$ cat src/rtl/lb2axil.sv
`default_nettype none
// ======================================================================
// lb2axil : local-bus request/pulse interface to AXI4-Lite master bridge
// Revision 1.0 - initial release
// ======================================================================
module lb2axil #(
    parameter int ADDR_W = 16,
    parameter int DATA_W = 32,
    parameter int STRB_W = DATA_W/8
) (
    input  logic              clk,
    input  logic              rst,

    input  logic              wen,
    input  logic [ADDR_W-1:0] waddr,
    input  logic [DATA_W-1:0] wdata,
    input  logic [STRB_W-1:0] wstrb,
    output logic              wready,
    output logic              werr,

    input  logic              ren,
    input  logic [ADDR_W-1:0] raddr,
    output logic [DATA_W-1:0] rdata,
    output logic              rvalid,
    output logic              rerr,

    output logic [ADDR_W-1:0] axil_awaddr,
    output logic [2:0]        axil_awprot,
    output logic              axil_awvalid,
    input  logic              axil_awready,
    output logic [DATA_W-1:0] axil_wdata,
    output logic [STRB_W-1:0] axil_wstrb,
    output logic              axil_wvalid,
    input  logic              axil_wready,
    input  logic [1:0]        axil_bresp,
    input  logic              axil_bvalid,
    output logic              axil_bready,
    output logic [ADDR_W-1:0] axil_araddr,
    output logic [2:0]        axil_arprot,
    output logic              axil_arvalid,
    input  logic              axil_arready,
    input  logic [DATA_W-1:0] axil_rdata,
    input  logic [1:0]        axil_rresp,
    input  logic              axil_rvalid,
    output logic              axil_rready
);

    typedef enum logic [2:0] {
        IDLE    = 3'd0,
        WR_REQ  = 3'd1,
        WR_RESP = 3'd2,
        WR_DONE = 3'd3,
        RD_REQ  = 3'd4,
        RD_RESP = 3'd5,
        RD_DONE = 3'd6
    } state_t;

    state_t            state;
    logic              rd_pend;
    logic [ADDR_W-1:0] rd_addr;
    logic              aw_done;
    logic              w_done;

    assign axil_awprot = 3'b000;
    assign axil_arprot = 3'b000;
    // rd_addr cannot change while rd_pend is set, so it doubles as the AR payload
    assign axil_araddr = rd_addr;

    always_ff @(posedge clk or negedge rst) begin
        if (!rst) begin
            state        <= IDLE;
            rd_pend      <= 1'b0;
            rd_addr      <= '0;
            aw_done      <= 1'b0;
            w_done       <= 1'b0;
            axil_awaddr  <= '0;
            axil_awvalid <= 1'b0;
            axil_wdata   <= '0;
            axil_wstrb   <= '0;
            axil_wvalid  <= 1'b0;
            axil_bready  <= 1'b0;
            axil_arvalid <= 1'b0;
            axil_rready  <= 1'b0;
            wready       <= 1'b0;
            werr         <= 1'b0;
            rvalid       <= 1'b0;
            rerr         <= 1'b0;
            rdata        <= '0;
        end else begin
            if (ren && !rd_pend) begin
                rd_pend <= 1'b1;
                rd_addr <= raddr;
            end

            case (state)
                IDLE: begin
                    if (wen) begin
                        axil_awaddr  <= waddr;
                        axil_wdata   <= wdata;
                        axil_wstrb   <= wstrb;
                        axil_awvalid <= 1'b1;
                        axil_wvalid  <= 1'b1;
                        aw_done      <= 1'b0;
                        w_done       <= 1'b0;
                        state        <= WR_REQ;
                    end else if (rd_pend) begin
                        axil_arvalid <= 1'b1;
                        state        <= RD_REQ;
                    end
                end
                WR_REQ: begin
                    if (axil_awvalid && axil_awready) begin
                        axil_awvalid <= 1'b0;
                        aw_done      <= 1'b1;
                    end
                    if (axil_wvalid && axil_wready) begin
                        axil_wvalid <= 1'b0;
                        w_done      <= 1'b1;
                    end
                    if (aw_done && w_done) begin
                        axil_bready <= 1'b1;
                        state       <= WR_RESP;
                    end
                end
                WR_RESP: begin
                    if (axil_bvalid) begin
                        axil_bready <= 1'b0;
                        wready      <= 1'b1;
                        werr        <= (axil_bresp != 2'b00);
                        state       <= WR_DONE;
                    end
                end
                WR_DONE: begin
                    // the requester still holds wen here; leaving unconditionally keeps it from re-firing
                    wready <= 1'b0;
                    werr   <= 1'b0;
                    state  <= IDLE;
                end
                RD_REQ: begin
                    if (axil_arready) begin
                        axil_arvalid <= 1'b0;
                        axil_rready  <= 1'b1;
                        state        <= RD_RESP;
                    end
                end
                RD_RESP: begin
                    if (axil_rvalid) begin
                        axil_rready <= 1'b0;
                        rd_pend     <= 1'b0;
                        rdata       <= axil_rdata;
                        rvalid      <= 1'b1;
                        rerr        <= (axil_rresp != 2'b00);
                        state       <= RD_DONE;
                    end
                end
                RD_DONE: begin
                    rvalid <= 1'b0;
                    rerr   <= 1'b0;
                    rdata  <= '0;
                    state  <= IDLE;
                end
                default: state <= IDLE;
            endcase
        end
    end

endmodule
`default_nettype wire

$ cat config.mk
export PLATFORM = sky130hd
export DESIGN_NAME = lb2axil
export DESIGN_NICKNAME = d
export VERILOG_FILES = /design/src/rtl/lb2axil.sv
export SDC_FILE = /design/constraint.sdc
export NUM_CORES = 1
export LEC_CHECK = 0
export BUFFER_PORTS_ARGS = -buffer_cell sky130_fd_sc_hd__buf_2
export CAP_MARGIN = 10
export CORE_ASPECT_RATIO = 1.4
export CORE_MARGIN = 5
export CORE_UTILIZATION = 45
export DETAILED_ROUTE_END_ITERATION = 10
export GPL_TIMING_DRIVEN = 0
export PLACE_DENSITY = 0.79
export SETUP_SLACK_MARGIN = 0.15
export SLEW_MARGIN = 25
export SYNTH_ARGS = -nofsm -noshare
export SYNTH_HDL_FRONTEND = slang
export SYNTH_SLANG_ARGS = --single-unit
$ cat constraint.sdc
create_clock -name clk -period 3.8 [get_ports clk]
set_clock_uncertainty 0.1 [all_clocks]
set_input_delay 0.19 -clock clk [delete_from_list [all_inputs] [get_ports clk]]
set_output_delay 0.19 -clock clk [all_outputs]
set_load 0.02 [all_outputs]
* Word-level counts from Yosys, hierarchy flattened
Index checks and enable logic that the tools add are counted.
** Cells by class
- Reduce and logical (&&, ||, !) cells :: 23
- Multiplexer cells :: 40
- Equal/unequal tests :: 16
** Operators with widths (count)
- $pmux 32 s2 :: 1
- $mux 32 :: 1
- $pmux 1 s2 :: 11
- $mux 1 :: 20
- $mux 3 :: 6
- $ne 2x2->1 const B :: 9
- $reduce_bool 2->1 :: 8
- $pmux 3 s5 :: 1
- $reduce_and 3->1 :: 4
- $eq 3x3->1 const B :: 3
- $eq 3x2->1 const B :: 2
- $reduce_and 2->1 :: 3
- $reduce_and 5->1 :: 1
- $logic_and 1x1->1 :: 4
- $reduce_and 4->1 :: 1
- $eq 3x1->1 const B :: 1
- $logic_not 3->1 :: 1
- $ne 3x3->1 const B :: 1
- $logic_not 1->1 :: 1
** Word-level totals
- Register bits after elaboration :: 115

* Depth between registers and ports, before layout
Gate-level depths: netlist of run 1.
- Depth after elaboration :: 5
- Depth in mapped cells :: 5
- Depth with buffers taken out :: 3

* Worst setup path before layout of run 1
No wires, ideal clock.
- Path type :: register to register
- From :: reg state[1]
- To :: reg axil_wdata[0]
- Setup time :: 125 ps
- Cell stages (with the launch flop) :: 6
- Path slack :: 2269 ps
- Path buffers :: 2
- Required time :: 3575 ps
- Arrival :: 1306 ps
- Cell sequence :: dfrtp_1 -> nor2_1 -> and3_1 -> buf_6 -> buf_6 -> mux2_2
** Between the ends
- Cells in the longest elaborated chain, start to end :: 2
** RTL lines
- start, declared :: line 58 : state_t state;
- start signal, assigned :: line 71 : state <= IDLE;
- start signal, assigned :: line 105 : state <= WR_REQ;
- start signal, assigned :: line 108 : state <= RD_REQ;
- $logic_not 3->1 :: line 95 : case (state)
- $reduce_and 2->1 (no source line)
- end signal, assigned :: line 99 : axil_wdata <= wdata;
- end, declared :: line 31 : output logic [DATA_W-1:0] axil_wdata,
Every way passes these cells.
A chain may end at the register's enable or synchronous reset.

* Final worst setup path of run 1
- From :: reg state[1]
- To :: reg werr
** Between the ends
- Cells in the longest elaborated chain, start to end :: 3
- Elaborated cells on any way between the ends :: 6
- Classes of those cells :: 3 x eq/ne; 1 x mux; 2 x reduce/logical
** RTL lines
- $eq 3x2->1 :: line 95
- $ne 2x2->1 (no source line) or $reduce_bool 2->1 (tied branches)
- $reduce_and 2->1 (no source line)
- end signal, assigned :: line 129 : werr <= (axil_bresp != 2'b00);
- end, declared :: line 19 : output logic werr,
Parallel ways exist; a longest one is shown, timed or not.

==> metrics.txt, run 1 <==
post-DP HPWL 8.48 mm; run status finished clean; crit path from state[1]; post-cts resize count 0; PortBufs about 220; Crit Path Category flop to flop; first-pass GRT wire length between 20 and 25 mm; CTS Hold Bufs between 100 and 150; synthesized instance count between 200 and 300; WL/cell 18.6 µm; Die W approximately 94 µm; PD cells 869 nW/µm²; Max-slew headroom 65.1%; Worst Path Required a little over 4 ns; class of the worst hold path input pin to flop; mean area per synthesized cell between 15 and 20 µm²; crit share post-route about half; dpl ws between 2 and 2.5 ns; Max Freq approximately 520 MHz; via count between 3,000 and 4,000; DR pass1 iterations 7; Initial Utilization a little under half; Layout area overhead 67.3%; Nets between 700 and 800; Ys Warns 0; io pins around 230; post-layout min period slightly below 2 ns; Max Slew Vio Count 0; share of cells above drive strength 1 approximately 51%; TritonCTS clock tree done; VDD IR-drop max between 500 and 600 µV; worst hold margin between 0.015 and 0.02 ns; # H-tree levels 4; initial DRC count 130; crit path capture type flop; unrepaired setup endpoints after global routing false; # clock sinks ~120; total power after layout 6.49 mW; vias in the first global route about 4,400; Fin Setup TNS 0 ns; Clock Latency Late Sink ~0.40 ns; DRC Markers 0; CP startpoint kind flop; Unique masters post-synth 29; crit path DAT roughly 2.2 ns; Die Y-Extent between 100 and 150 µm; core area between 9000 and 10,000 µm²; Overflow after GRT 0; Final Setup Violations 0; crit-path max FO 10; Final Instance Area roughly 7500 µm²; hold path start axil_bvalid; Final Hold Viols 0; Placed Area around 5800 µm²; Crit Reg-Reg Startpoint state[1]; Setup Fix Bufs, Post-CTS 0; mapped cell area ~4500 µm²; Worst-path clk slew 0.05 ns; register area share after synthesis 64.5%; final wirelength ~15 mm; vias per cell between 4 and 5; CTS root buf clkbuf_16; num rows 43; largest net degree at the start of global routing slightly above 60; total CTS buffers 17; #FFs+latches synth between 100 and 150; clk buf depth 2; Die ar. ~12,000 µm²; total global-route track usage roughly a quarter; initial antenna violation count 0; Placer Congestion about 0.83; Worst Setup Slack, final approximately 1.9 ns; worst slew pin tran between 0.5 and 0.6 ns; Max Cap Viol 0; LEAKAGE between 3 and 4 nW; antenna viol nets, final 0
cell usage in the layout, fill, tap and decap left out, types with 3 or more instances in the layout:
master and count:
a22o_1 33, clkinv_2 3, dfrtp_1 115, mux2_1 8, buf_2 225, o2bb2ai_1 4, a31oi_1 5, dlygate4sd3_1 107
clkbuf_1 5, buf_6 11, conb_1 6, a21oi_1 7, bufinv_16 3, clkbuf_16 17, nand2_1 7, nor2_1 9
mux2_2 60, buf_4 6, inv_1 4, clkbuf_8 3, o21ai_0 4
state kept, by name, indices dropped and copies added (netlist names), 3 cells and up:
signal	count
axil_wdata	32
rdata	32
axil_araddr	16
axil_awaddr	16
axil_wstrb	4
state	3
synth_stat cells:
| library cell | n | area, µm² |
|---|---|---|
| buf_2 | 5 | 25.0 |
| inv_1 | 4 | 15.0 |
| o21ai_0 | 4 | 20.0 |
| o2bb2ai_1 | 4 | 35.0 |
| nor2b_1 | 2 | 12.5 |
| o2111ai_1 | 1 | 8.76 |
| buf_6 | 10 | 113 |
| mux2_2 | 60 | 676 |
| a21bo_2 | 1 | 10.0 |
| o22ai_1 | 2 | 12.5 |
| a22o_1 | 33 | 289 |
| and4b_1 | 1 | 10.0 |
| a21oi_1 | 7 | 35.0 |
| buf_4 | 6 | 45.0 |
| nor2_1 | 9 | 33.8 |
| mux2i_1 | 1 | 10.0 |
| a31oi_4 | 1 | 21.3 |
| o21bai_1 | 1 | 7.51 |
| mux2_1 | 8 | 90.1 |
| conb_1 | 1 | 3.75 |
| nand2b_1 | 2 | 12.5 |
| a31oi_1 | 5 | 31.3 |
| or3b_2 | 1 | 8.76 |
| clkbuf_1 | 3 | 11.3 |
| o21a_1 | 1 | 7.51 |
| nand3b_1 | 1 | 7.51 |
| dfrtp_1 | 115 | 2880 |
| and3_1 | 1 | 6.26 |
| nand2_1 | 7 | 26.3 |
metal layers:
metal  vias to the layer above  GRT usage (%)  share of wire, %  routed length, µm
met3                        57           7.81               6.6                973
met4                         0           14.5               4.7                694
li1                       1776              -                 -                  -
met5                         -              0                 0                  0
met1                      1943           25.1                33               4940
met2                       205           46.2                56               8250
worst max-delay path, stage by stage (launching register included):
cell and delay [ns]:
dfrtp_1 0.41, clkbuf_1 0.32, nor2b_1 0.26, o2111ai_1 0.13, dlygate4sd3_1 0.58, nand2_1 0.06
through the flow:
step                util [%]  cells
finish                  76.2    798
global route            76.2    797
CTS                     76.2    797
detailed placement      59.1    659
global placement        58.8    658
floorplan                  -    302
area by class of cell:
| cell class | instances | area (µm²) |
|---|---|---|
| multi-input cells | 159 | 1390 |
| fillers | 608 | 2330 |
| repair buffers | 329 | 2210 |
| inverters | 4 | 15.0 |
| diodes | 1 | 2.50 |
| well taps | 135 | 169 |
| clock buffers | 22 | 474 |
| clock inverters | 9 | 129 |
| flip-flops and latches | 115 | 2880 |
| plain buffers | 24 | 194 |
final timing paths:
path | end | slack, ns | cells after the start
hold / removal | wready | 0.02 | 3
setup reg to reg | werr | 1.87 | 5
min in group asynchronous | axil_wdata[23] | 0.24 | 2
hold reg to reg | axil_wstrb[3] | 0.39 | 1
max in group asynchronous | rdata[31] | 2.68 | 3
setup / recovery | werr | 1.87 | 5
power breakdown:
part	internal (mW)	total (mW)	leakage [nW]	switching [mW]
combinational	1.15	2.70	2.04	1.54
clock	1.08	1.60	0.292	0.528
sequential	1.82	2.19	1.39	0.373
total	4.05	6.49	3.72	2.44
cells by family (layout without fill, tap and decap cells):
group                  Yosys count  in the layout  synth area share (%)
other                            1              7                0.0840
DFF                            115            115                  64.5
and+or+nand+nor                 24             24                  2.64
AOI/OAI and AO/OA               60             60                  10.7
muxes                           69             69                  17.4
buffers and inverters           28            388                  4.68
Note: power is estimated with default switching activity, not from simulation.
==> inputs of run 2 (changes only) <==
- ABC_AREA: unset -> 1
- clock period: 3.8 -> 1.8 ns (I/O delays scaled with it)
==> run 2 against run 1 <==
  * Power rose by 110%
  * Synthesized cell count rose by 68%
  * Utilization fell by 1.1 points
  * Critical path type unchanged
  * Flip-flop and latch count did not move
  * Highest routed layer is now met5
  * Worst setup slack got worse by 1.6 ns
  * Largest cell class unchanged
  * Sequential share of layout area fell by 1.2 points
  * Final cell count rose by 26%
  * Clock-buffer cell count fell by 1
  * Worst hold slack improved by 0.0028 ns
  * Sequential power rose by 100%
  * Die area rose by 3.6%
  * Via count rose by 21%
==> metrics.txt, run 2 <==
asr flop ratio synth 100% (unchanged); Layout area overhead 65.9% (was 67.3%); worst slew pin tran 0.574 ns (was 0.524 ns); Post-synth top cells nand2_1, dfrtp_1, nand3_1 (was dfrtp_1, mux2_2, a22o_1); Logic pwr share 40.9% (was 41.6%); Initial Utilization 45.3% (was 45.6%); first-pass GRT wire length 24.6 mm (was 23.0 mm); total power after layout 13.7 mW (was 6.49 mW); Pint 8.26 mW (was 4.05 mW); Setup Fix Bufs, Post-CTS 0 (unchanged); Worst Path Buf+Inv 2 (unchanged); top_reg_cell synth dfrtp_1 (unchanged); synthesized instance count 498 (was 297); Worst Setup Slack, final 0.266 ns (was 1.87 ns); DRC Markers 0 (unchanged); TritonCTS clock tree done (unchanged); slowest CP cell mux2_2 (was dlygate4sd3_1); footprint of the multi-input gates 1520 µm² (was 1390 µm²); total global-route track usage 25.8% (was 25.4%); io pins 228 (unchanged); Register Area 2880 µm² (unchanged); worst reg2reg setup slack 0.27 ns (was 1.87 ns); Unique masters post-synth 22 (was 29); Die W 95.8 µm (was 94.2 µm); hold path start axil_rvalid (was axil_bvalid); total CTS buffers 17 (unchanged); worst-path cell chain inv_1, nand2_1, buf_2, mux2_2 (was clkbuf_1, nor2b_1, o2111ai_1, dlygate4sd3_1, nand2_1); Hold EP axil_rready (was wready); Overflow after GRT 0 (unchanged); commonest non-fill, non-tap cell in the layout nand2_1 (was buf_2); top-count cell post-synth nand2_1 (was dfrtp_1); register area share after synthesis 62.0% (was 64.5%); post-DP HPWL 9.44 mm (was 8.48 mm); reg2reg end axil_araddr[5] (was werr); WL/cell 15.4 µm (was 18.6 µm); Worst Path Required 1.98 ns (was 4.04 ns); via count 4,813 (was 3,981); Max Freq 652 MHz (was 519 MHz); Synth area leaders dfrtp_1, nand2_1, nand3_1, mux2_2, buf_4 (was dfrtp_1, mux2_2, a22o_1, buf_6, mux2_1); antenna viol nets, final 0 (unchanged); share of cells above drive strength 1 34.5% (was 50.6%); clock share of power 26.5% (was 24.7%); # H-tree levels 4 (unchanged); Psw 5.40 mW (was 2.44 mW); clk buf depth 2 (unchanged); leading registers by flop count axil_wdata (32), rdata (32) (unchanged); Clock Latency Late Sink 0.41 ns (was 0.40 ns); crit-path max FO 10 (unchanged); #FFs+latches synth 115 (unchanged); Placer Congestion 0.819 (was 0.834); commonest cells after routing, fill and taps aside nand2_1, buf_2, dfrtp_1 (was buf_2, dfrtp_1, dlygate4sd3_1); run status finished clean (unchanged); final wirelength 15.5 mm (was 14.9 mm); CP startpoint kind flop (unchanged); vias per cell 4.79 (was 4.99); Final Hold Viols 0 (unchanged); Max-slew headroom 61.8% (was 65.1%); core area 10,200 µm² (was 9790 µm²); Nets 966 (was 763); Die ar. 12,500 µm² (was 12,000 µm²); initial DRC count 237 (was 130); critical path's top delay family buffers and inverters (unchanged); Core Util, Final 75.2% (was 76.2%); EDFF count, synth 0 (unchanged); Register-to-Register Path Depth 4 (was 5); initial antenna violation count 1 (was 0); post-synth top area share 62.0% (was 64.5%); post-layout min period 1.53 ns (was 1.93 ns); Max Cap Viol 0 (unchanged); Die Y-Extent 130 µm (was 128 µm); mapped cell area 4640 µm² (was 4460 µm²); vias in the first global route 5,167 (was 4,417); dpl ws 0.247 ns (was 2.10 ns); largest net degree at the start of global routing 61 (was 62); CTS root buf clkbuf_16 (unchanged); fill count 653 (was 608); Hold Path Depth 4 (was 3); DR pass1 iterations 5 (was 7); PortBufs 221 (unchanged); Worst path max stage delay 0.37 ns (was 0.58 ns); unrepaired setup endpoints after global routing false (unchanged); VDD IR-drop max 980 µV (was 515 µV); Crit Path Category flop to flop (unchanged); mean area per synthesized cell 9.32 µm² (was 15.0 µm²); PD cells 1770 nW/µm² (was 869 nW/µm²); Max Slew Vio Count 0 (unchanged); Ys Warns 0 (unchanged); Final Setup Violations 0 (unchanged); Crit Reg-Reg Startpoint rd_pend (was state[1]); Worst-path clk slew 0.05 ns (about the same); crit path capture type flop (unchanged); Yosys top cell by area dfrtp_1 (unchanged); LEAKAGE 4.33 nW (was 3.72 nW); fraction of power spent switching nets 39.5% (was 37.7%); # clock sinks 115 (unchanged); crit share post-route 85.2% (was 50.7%); class of the worst hold path input pin to flop (unchanged); crit path DAT 1.72 ns (was 2.16 ns); num rows 44 (was 43); share of total power in sequential cells 32.6% (was 33.7%)
[run 2: cell types whose count changed after synthesis, sizes merged, moves of 4 or more]
cell     change
a21oi        -7
a22o        -33
a31oi        -5
inv         +12
mux2        -52
nand2      +249
nand3       +43
o21ai        +5
o2bb2ai      -4
[run 2: cell families after synthesis]
group / synth area share [%]
AND/OR/NAND/NOR: 27.0
AO/OA/AOI/OAI: 1.27
other: 0.0808
buffers and inverters: 5.72
flip-flops: 62.0
multiplexers: 3.88
[run 2: routing by layer]
layer / global-route usage (%) / vias to the layer above / routed length (µm)
li1: - / 2256 / -
met1: 27.1 / 2261 / 5440
met2: 45.9 / 241 / 8280
met3: 8.30 / 53 / 1140
met4: 12.2 / 2 / 629
met5: 0 / - / 13
[run 2: tightest hold or removal path, cell delays in order]
cell and delay, ns:
buf_2 0.12, nand3_4 0.14, nand2_1 0.06, o21ai_0 0.07
[run 2: how the worst max path moves through the flow]
stage | startpoint | to | slack [ns] | cells after the start
after floorplan | state[1] | axil_awaddr[0] | 0.44 | 7
after CTS | rd_pend | axil_araddr[5] | 0.24 | 4
after detailed placement | rd_pend | axil_araddr[5] | 0.25 | 4
final | rd_pend | axil_araddr[5] | 0.27 | 4
after global routing | state[0] | rdata[3] | 0.16 | 6
after global placement | rst | rdata[15] | -0.72 | 1
[run 2: timing repair]
action / in CTS / in global routing
hold endpoints to repair: 167 / 0
gates resized for setup: 0 / 3
setup endpoints to repair: 0 / 3
hold buffers: 109 / 0
[run 2: power groups by stage]
stage          Combinational [mW]  Clock, mW  Sequential (mW)
2_1_floorplan                1.97          0             5.81
3_3_place_gp                 5.17          0             4.35
3_5_place_dp                 5.33          0             4.43
4_1_cts                      5.54       3.66             4.40
5_1_grt                      6.10       3.81             4.57
6_report                     5.59       3.62             4.45
[run 2: area by class of cell]
cell class	instances	area share, %
antenna	1	0.0325
inverter	16	0.780
clock inverter	11	2.37
tap	138	2.24
clock buffer	21	5.85
sequential	115	37.4
multi-input combinational	343	19.7
timing repair buffer	331	29.0
buffer	29	2.68
[run 2: stage by stage]
step	cells	TNS, ns	area [µm²]	hold WS (ns)
6_report	1005	0	7700	0.0223
5_1_grt	1004	0	7700	0.0472
4_1_cts	1004	0	7700	0.00402
3_5_place_dp	863	0	5970	0.00482
3_3_place_gp	862	-81.77	5940	0.186
2_1_floorplan	503	0	4660	-0.306
